File: config.mk
export PLATFORM = sky130hd
export DESIGN_NAME = aes_cipher_txt_arbiter_flat
export DESIGN_NICKNAME = d
export VERILOG_FILES = /design/src/rtl/aes_cipher_txt_arbiter_pkg.sv /design/src/rtl/aes_cipher_txt_arbiter_if.sv /design/src/rtl/aes_cipher_txt_arbiter_picker.sv /design/src/rtl/aes_cipher_txt_arbiter.sv /design/src/flat_wrapper.sv
export SDC_FILE = /design/constraint.sdc
export NUM_CORES = 1
export LEC_CHECK = 0
export CAP_MARGIN = 20
export CORE_AREA = 2 2 258 260
export DETAILED_ROUTE_END_ITERATION = 8
export DIE_AREA = 0 0 260 262
export PLACE_DENSITY = 0.42
export SYNTH_ARGS = -nofsm -noshare
export SYNTH_HDL_FRONTEND = slang
export SYNTH_SLANG_ARGS = --single-unit
File: constraint.sdc
create_clock -name aes_clk -period 4.4 [get_ports aes_clk]
set_clock_uncertainty 0.05 [all_clocks]
set_input_delay 1.1 -clock aes_clk [delete_from_list [all_inputs] [get_ports aes_clk]]
set_output_delay 1.1 -clock aes_clk [all_outputs]
set_load 0.02 [all_outputs]
File: src/rtl/aes_cipher_txt_arbiter_pkg.sv
// Shared types, widths and the round-robin search helper for the cipher-text arbiter.
//   aes_block_t : one 128-bit AES state, [127:120] = row0/col0 ... [7:0] = row3/col3
//   rr_next()   : index of the first set request after 'owner', wrapping, owner checked last
package aes_arb_pkg;

  typedef logic [127:0] aes_block_t;

  localparam int unsigned BLK_CNT_W   = 16;
  localparam int unsigned BURST_CNT_W = 4;

  // Largest supported requester count and the index width that covers it.
  localparam int unsigned MAX_REQ = 8;
  localparam int unsigned IDX_W   = 3;

  // Rotated-priority search: owner+1, owner+2, ... wrapping modulo num_req.
  // Returns owner when nothing is requesting; callers qualify with |req.
  function automatic logic [IDX_W-1:0] rr_next(input logic [MAX_REQ-1:0] req,
                                               input logic [IDX_W-1:0]   owner,
                                               input int unsigned        num_req);
    logic [IDX_W-1:0] win;
    logic             hit;
    int unsigned      idx;
    win = owner;
    hit = 1'b0;
    for (int unsigned k = 1; k <= MAX_REQ; k++) begin
      idx = (32'(owner) + k) % num_req;
      if (k <= num_req && !hit && req[idx[IDX_W-1:0]]) begin
        win = idx[IDX_W-1:0];
        hit = 1'b1;
      end
    end
    return win;
  endfunction

endpackage

File: src/rtl/aes_cipher_txt_arbiter_if.sv
// Valid/ready block stream with a source tag, used toward the encryptor output buffer.
//   vld  : block valid          data : 128-bit block
//   rdy  : sink ready           src  : index of the producing core
interface aes_cipher_txt_arbiter_if
  import aes_arb_pkg::*;
#(
  parameter int unsigned SRC_W = 2
) ();

  logic             vld;
  logic             rdy;
  aes_block_t       data;
  logic [SRC_W-1:0] src;

  modport master (
    output vld,
    output data,
    output src,
    input  rdy
  );

  modport slave (
    input  vld,
    input  data,
    input  src,
    output rdy
  );

endinterface

File: src/rtl/aes_cipher_txt_arbiter_picker.sv
// Purely combinational rotate-and-find-first.
//   req       : request vector
//   start_idx : highest-priority slot for this search
//   gnt_idx   : first set slot at or after start_idx, wrapping
//   found     : any request set
module aes_rr_picker
  import aes_arb_pkg::*;
#(
  parameter int unsigned NUM_REQ = 4,
  parameter int unsigned SRC_W   = 2
) (
  input  logic [NUM_REQ-1:0] req,
  input  logic [SRC_W-1:0]   start_idx,
  output logic [SRC_W-1:0]   gnt_idx,
  output logic               found
);

  logic [MAX_REQ-1:0] req_ext;
  logic [IDX_W-1:0]   last_idx;
  logic [IDX_W-1:0]   win;

  always_comb begin
    req_ext                = '0;
    req_ext[NUM_REQ-1:0]   = req;
    // rr_next searches after its owner argument, so pass the slot just before start_idx.
    if (start_idx == '0) begin
      last_idx = IDX_W'(NUM_REQ - 1);
    end else begin
      last_idx = IDX_W'(start_idx - SRC_W'(1));
    end
    win     = rr_next(req_ext, last_idx, NUM_REQ);
    gnt_idx = SRC_W'(win);
    found   = |req;
  end

endmodule

File: src/rtl/aes_cipher_txt_arbiter.sv
// Round-robin arbiter sharing the cipher-text write port among NUM_REQ AES cores.
// Each core may take up to MAX_BURST consecutive grants while others wait; accepted
// blocks go through one output register tagged with their source index.
//   aes_clk, resetn : clock, asynchronous active-low reset
//   arb_en          : allow new grants (output register still drains when low)
//   req_vld/rdy/data: per-core block handshake, req_rdy one-hot or zero
//   buf_if          : registered block stream toward the output buffer
//   blk_cnt         : blocks delivered downstream, wrapping
//   busy            : block held or any request pending
module aes_cipher_txt_arbiter
  import aes_arb_pkg::*;
#(
  parameter int unsigned NUM_REQ   = 4,
  parameter int unsigned MAX_BURST = 2,
  parameter int unsigned SRC_W     = $clog2(NUM_REQ)
) (
  input  logic                       aes_clk,
  input  logic                       resetn,
  input  logic                       arb_en,
  input  logic [NUM_REQ-1:0]         req_vld,
  output logic [NUM_REQ-1:0]         req_rdy,
  input  aes_block_t [NUM_REQ-1:0]   req_data,
  aes_cipher_txt_arbiter_if.master   buf_if,
  output logic [BLK_CNT_W-1:0]       blk_cnt,
  output logic                       busy
);

  localparam logic [BURST_CNT_W-1:0] MaxBurst = BURST_CNT_W'(MAX_BURST);
  localparam logic [SRC_W-1:0]       LastIdx  = SRC_W'(NUM_REQ - 1);

  logic [SRC_W-1:0]       owner_q, owner_d;
  logic [BURST_CNT_W-1:0] burst_cnt_q, burst_cnt_d;
  logic                   buf_vld_q, buf_vld_d;
  aes_block_t             buf_data_q, buf_data_d;
  logic [SRC_W-1:0]       buf_src_q, buf_src_d;
  logic [BLK_CNT_W-1:0]   blk_cnt_q, blk_cnt_d;

  logic [SRC_W-1:0] start_idx;
  logic [SRC_W-1:0] pick_idx;
  logic             pick_found;
  logic             keep;
  logic             loadable;
  logic             xfer;
  logic             deliver;
  logic [SRC_W-1:0] winner;

  assign start_idx = (owner_q == LastIdx) ? '0 : owner_q + SRC_W'(1);

  aes_rr_picker #(
    .NUM_REQ (NUM_REQ),
    .SRC_W   (SRC_W)
  ) u_picker (
    .req       (req_vld),
    .start_idx (start_idx),
    .gnt_idx   (pick_idx),
    .found     (pick_found)
  );

  // burst_cnt == 0 only after reset: no owner yet, so the search decides (core 0 first).
  assign keep     = req_vld[owner_q] && (burst_cnt_q != '0) && (burst_cnt_q < MaxBurst);
  assign loadable = resetn & arb_en & (~buf_vld_q | buf_if.rdy);
  assign xfer     = loadable & (keep | pick_found);
  assign winner   = keep ? owner_q : pick_idx;
  assign deliver  = buf_vld_q & buf_if.rdy;

  always_comb begin
    req_rdy = '0;
    if (xfer) begin
      req_rdy[winner] = 1'b1;
    end
  end

  // Ownership: extending a live burst counts up, anything else (including a lone
  // requester re-found by the wrap-around search) restarts the burst at 1.
  always_comb begin
    owner_d     = owner_q;
    burst_cnt_d = burst_cnt_q;
    if (xfer) begin
      if (keep) begin
        burst_cnt_d = burst_cnt_q + BURST_CNT_W'(1);
      end else begin
        owner_d     = winner;
        burst_cnt_d = BURST_CNT_W'(1);
      end
    end
  end

  always_comb begin
    buf_vld_d  = buf_vld_q;
    buf_data_d = buf_data_q;
    buf_src_d  = buf_src_q;
    if (xfer) begin
      buf_vld_d  = 1'b1;
      buf_data_d = req_data[winner];
      buf_src_d  = winner;
    end else if (buf_if.rdy) begin
      buf_vld_d  = 1'b0;
    end
  end

  always_comb begin
    blk_cnt_d = blk_cnt_q;
    if (deliver) begin
      blk_cnt_d = blk_cnt_q + BLK_CNT_W'(1);
    end
  end

  always_ff @(posedge aes_clk or negedge resetn) begin
    if (!resetn) begin
      owner_q     <= LastIdx;
      burst_cnt_q <= '0;
      buf_vld_q   <= 1'b0;
      buf_data_q  <= '0;
      buf_src_q   <= '0;
      blk_cnt_q   <= '0;
    end else begin
      owner_q     <= owner_d;
      burst_cnt_q <= burst_cnt_d;
      buf_vld_q   <= buf_vld_d;
      buf_data_q  <= buf_data_d;
      buf_src_q   <= buf_src_d;
      blk_cnt_q   <= blk_cnt_d;
    end
  end

  assign buf_if.vld  = buf_vld_q;
  assign buf_if.data = buf_data_q;
  assign buf_if.src  = buf_src_q;
  assign blk_cnt     = blk_cnt_q;
  assign busy        = buf_vld_q | (|req_vld);

endmodule

File: src/flat_wrapper.sv
// flat-port wrapper written by rule: the top's interface ports become plain ports
module aes_cipher_txt_arbiter_flat import aes_arb_pkg::*;
#(
  parameter int unsigned NUM_REQ   = 4,
  parameter int unsigned MAX_BURST = 2,
  parameter int unsigned SRC_W     = $clog2(NUM_REQ)
)
  (aes_clk, resetn, arb_en, req_vld, req_rdy, req_data, blk_cnt, busy, buf_if_vld, buf_if_data, buf_if_src, buf_if_rdy);
  aes_cipher_txt_arbiter_if #(.SRC_W(SRC_W)) buf_if_i ();
  input  logic aes_clk;
  input  logic resetn;
  input  logic arb_en;
  input  logic [NUM_REQ-1:0] req_vld;
  output logic [NUM_REQ-1:0] req_rdy;
  input  aes_block_t [NUM_REQ-1:0] req_data;
  output logic [BLK_CNT_W-1:0] blk_cnt;
  output logic busy;
  output wire logic [$bits(buf_if_i.vld)-1:0] buf_if_vld;
  output wire logic [$bits(buf_if_i.data)-1:0] buf_if_data;
  output wire logic [$bits(buf_if_i.src)-1:0] buf_if_src;
  input wire logic [$bits(buf_if_i.rdy)-1:0] buf_if_rdy;
  assign buf_if_vld = buf_if_i.vld;
  assign buf_if_data = buf_if_i.data;
  assign buf_if_src = buf_if_i.src;
  assign buf_if_i.rdy = buf_if_rdy;
  aes_cipher_txt_arbiter #(.NUM_REQ(NUM_REQ), .MAX_BURST(MAX_BURST), .SRC_W(SRC_W)) u_core (.aes_clk(aes_clk), .resetn(resetn), .arb_en(arb_en), .req_vld(req_vld), .req_rdy(req_rdy), .req_data(req_data), .buf_if(buf_if_i), .blk_cnt(blk_cnt), .busy(busy));
endmodule
==> flow_summary.ini <==
[outcome]
status = finished clean

[floorplanning]
die_w_um = 260
die_h_um = 262
die-area_sq_um = 68100
ios = 672
start_util_pct = 18.2
std_cell_rows = 94
coreArea_sq_um = 65300

[power_and_ir_drop]
total_power_mw = 15.2
ir_drop_mv = 0.905
p_per_area_nw_per_um2 = 753
leakagePower_nw = 8.02

[global_route]
grt_pass1_vias = 14100
grt_max_degree = 131
track_usage_pct = 18.1
overflow = 0
antenna_found_initial = 8
grt_pass1_wl_um = 92900

[finish]
layout.cells.non_filler = 2820
final_util_pct = 30.9
multi_input_area_sq_um = 7350
regArea_sq_um = 3830
area_growth_pct = 69.9
fill_cells = 6856
drive_above_1_share_pct = 6.25
final_nets = 2465
final_area_sq_um = 20200
final_cell_mix = clkdlybuf4s50_1 (663), dfrtp_1 (151), nand2_1 (142), nor4_1 (130), o211ai_1 (130)
final_common_cell = clkdlybuf4s50_1

[critical_path]
start_kind = input port
cp-startpoint = req_vld[0]
crit_buf_inv = 2
worst_ep_arrival_time_ps = 3180
path_cells = clkdlybuf4s50_1 -> mux4_2 -> or4_4 -> o211a_4 -> nor2_1 -> nor3_1 -> buf_2
cp_data_required_time_ps = 3250
r2r_start = u_core.owner_q[0]
critPathMaxStageDelay_ps = 560
critical_path_class = in -> out
cp_slowest_cell = or4_4
crit_path_end_kind = output pin
cp_top_family = simple AND/OR/NAND/NOR gates
worstPathMaxFanout = 4

[logic_synthesis]
ys_ff_latch = 153
ys.flop_type = dfrtp_1
syn-instance-count = 1349
synth_edf_count = 0
syn_nets = 1875
synth.cell_area_sq_um = 11900
ys_async_sr_fraction_pct = 100
seq_area_frac_synth_pct = 32.3
ys_types = 47
yosys_warnings = 0
syn_area_per_cell_sq_um = 8.79

[hold_path]
worstHoldStart = u_core.blk_cnt[15]
hold_path.class = reg -> reg

[placed_design]
dp_hpwl_um = 46200
routabilityCongestion = 0.833
port_buffers = 671
dpl_cell_area_sq_um = 19500
place_inst = 2784

[sta]
period_needed_ps = 4330
finalSetupTns_ps = 0
fmax_mhz = 231
hold_viol = 0
final_max_slew_viol_count = 0
worst_pin_slew_ps = 1170
setup_viol = 0
finalCritPeriodShare_pct = 98.5
max-slew-margin-rel_pct = 21.9
rsz0062_at_grt = true

[routing]
viasPerCell = 4.96
vias = 14000
wire_per_inst_um = 22.9
drt_pass1_iterations = 7
drc_errors = 0
drt_iter0_markers = 839
wl_um = 64600
ant_nets = 0

[clock_network]
post_cts_buffers = 0
clk_transition_reported_paths_ps = 70
clockBufferDepth = 2
root_buffer = clkbuf_16
numClockSinks = 153
worstSkewPairLatency_ps = 480
cts_buffers = 17
htree_levels = 4
cts_tree = yes

[job]
maxCapViolCount = 0
==> stage by stage <==
step | setup WS (ps) | hold WS (ps)
after detailed placement | -617 | 416
final | 67.2 | 435
after global routing | -25.4 | 463
after floorplan | -5.56 | 405
after CTS | 8.66 | 439
after global placement | -662 | 412
==> registers in the layout (all words and copies together) (netlist names) <==
signal              count
u_core.buf_if.data    128
u_core.blk_cnt         16
u_core.burst_cnt_q      4
u_core.buf_if.src       2
u_core.owner_q          2
u_core.buf_if.vld       1
==> worst paths after layout <==
kind                                           to  slack (ps)  cells after the start
max in group asynchronous  u_core.buf_if.data[83]        2130                      3
min in group asynchronous    u_core.buf_if.src[0]         710                      2
max                                    req_rdy[3]          70                      7
min                            u_core.blk_cnt[15]         440                      1
min reg2reg                    u_core.blk_cnt[15]         440                      1
max reg2reg                u_core.buf_if.data[91]         640                     11
==> cell usage after synthesis (8+ instances only) <==
cell type	instances	area share [%]
clkbuf_1	130	4.1
dfrtp_1	151	32
o311ai_0	9	0.66
nand2_1	142	4.5
xnor2_1	8	0.59
a21boi_0	126	8.0
o21ai_0	10	0.42
buf_6	11	1.0
inv_1	10	0.32
nor2_1	16	0.51
mux2i_1	129	11
and3_1	129	6.8
nor4_1	131	6.9
o311ai_1	119	8.8
buf_2	20	0.84
o211ai_1	130	8.2
==> worst register-to-register path, cell delays in order (launching register included) <==
cell	delay, ps
dfstp_2	560
buf_4	180
or2_4	160
mux4_2	510
buf_4	150
a211o_4	320
buf_4	160
nand2_8	80
buf_4	410
buf_4	580
mux2i_1	200
o311ai_1	290
==> power breakdown <==
group | leakage [nW] | switching (mW) | internal (mW)
combinational | 5.84 | 6.69 | 4.41
clock | 0.287 | 0.763 | 0.865
sequential | 1.88 | 0.389 | 2.06
==> routing by layer <==
layer	GRT usage, %	vias up	wire length [um]
li1	-	6521	-
met1	21.9	6900	26300
met2	32.0	500	33000
met3	4.50	59	4190
met4	4.73	4	1140
met5	0	-	23
==> cell type report <==
cell class / count / share of cell area (%)
Multi-Input combinational cell: 1022 / 36.5
Antenna cell: 4 / 0.0497
Clock inverter: 14 / 0.826
Inverter: 10 / 0.186
Sequential cell: 153 / 19.0
Timing Repair Buffer: 735 / 35.9
Tap cell: 864 / 5.36
Clock buffer: 18 / 2.18
==> kinds of logic (layout without fill, tap and decap cells) <==
logic type	count (synthesis)	after routing	share of synthesized area, %
AOI/OAI and AO/OA	413	413	27.2
and+or+nand+nor	454	454	20.6
xor gates and xnor gates	15	15	1.11
buffers and inverters	174	777	6.51
DFF	153	153	32.3
other	0	4	0
adders and majority gates	6	6	0.633
muxes	134	134	11.6
==> what timing repair did <==
| item | 4_1_cts | 5_1_grt |
|---|---|---|
| resized for setup | 25 | 7 |
| pin swaps | 0 | 2 |
| hold buffers | 0 | 0 |
| endpoints found under the setup margin | 4 | 4 |
(Power assumes the default switching activity.)
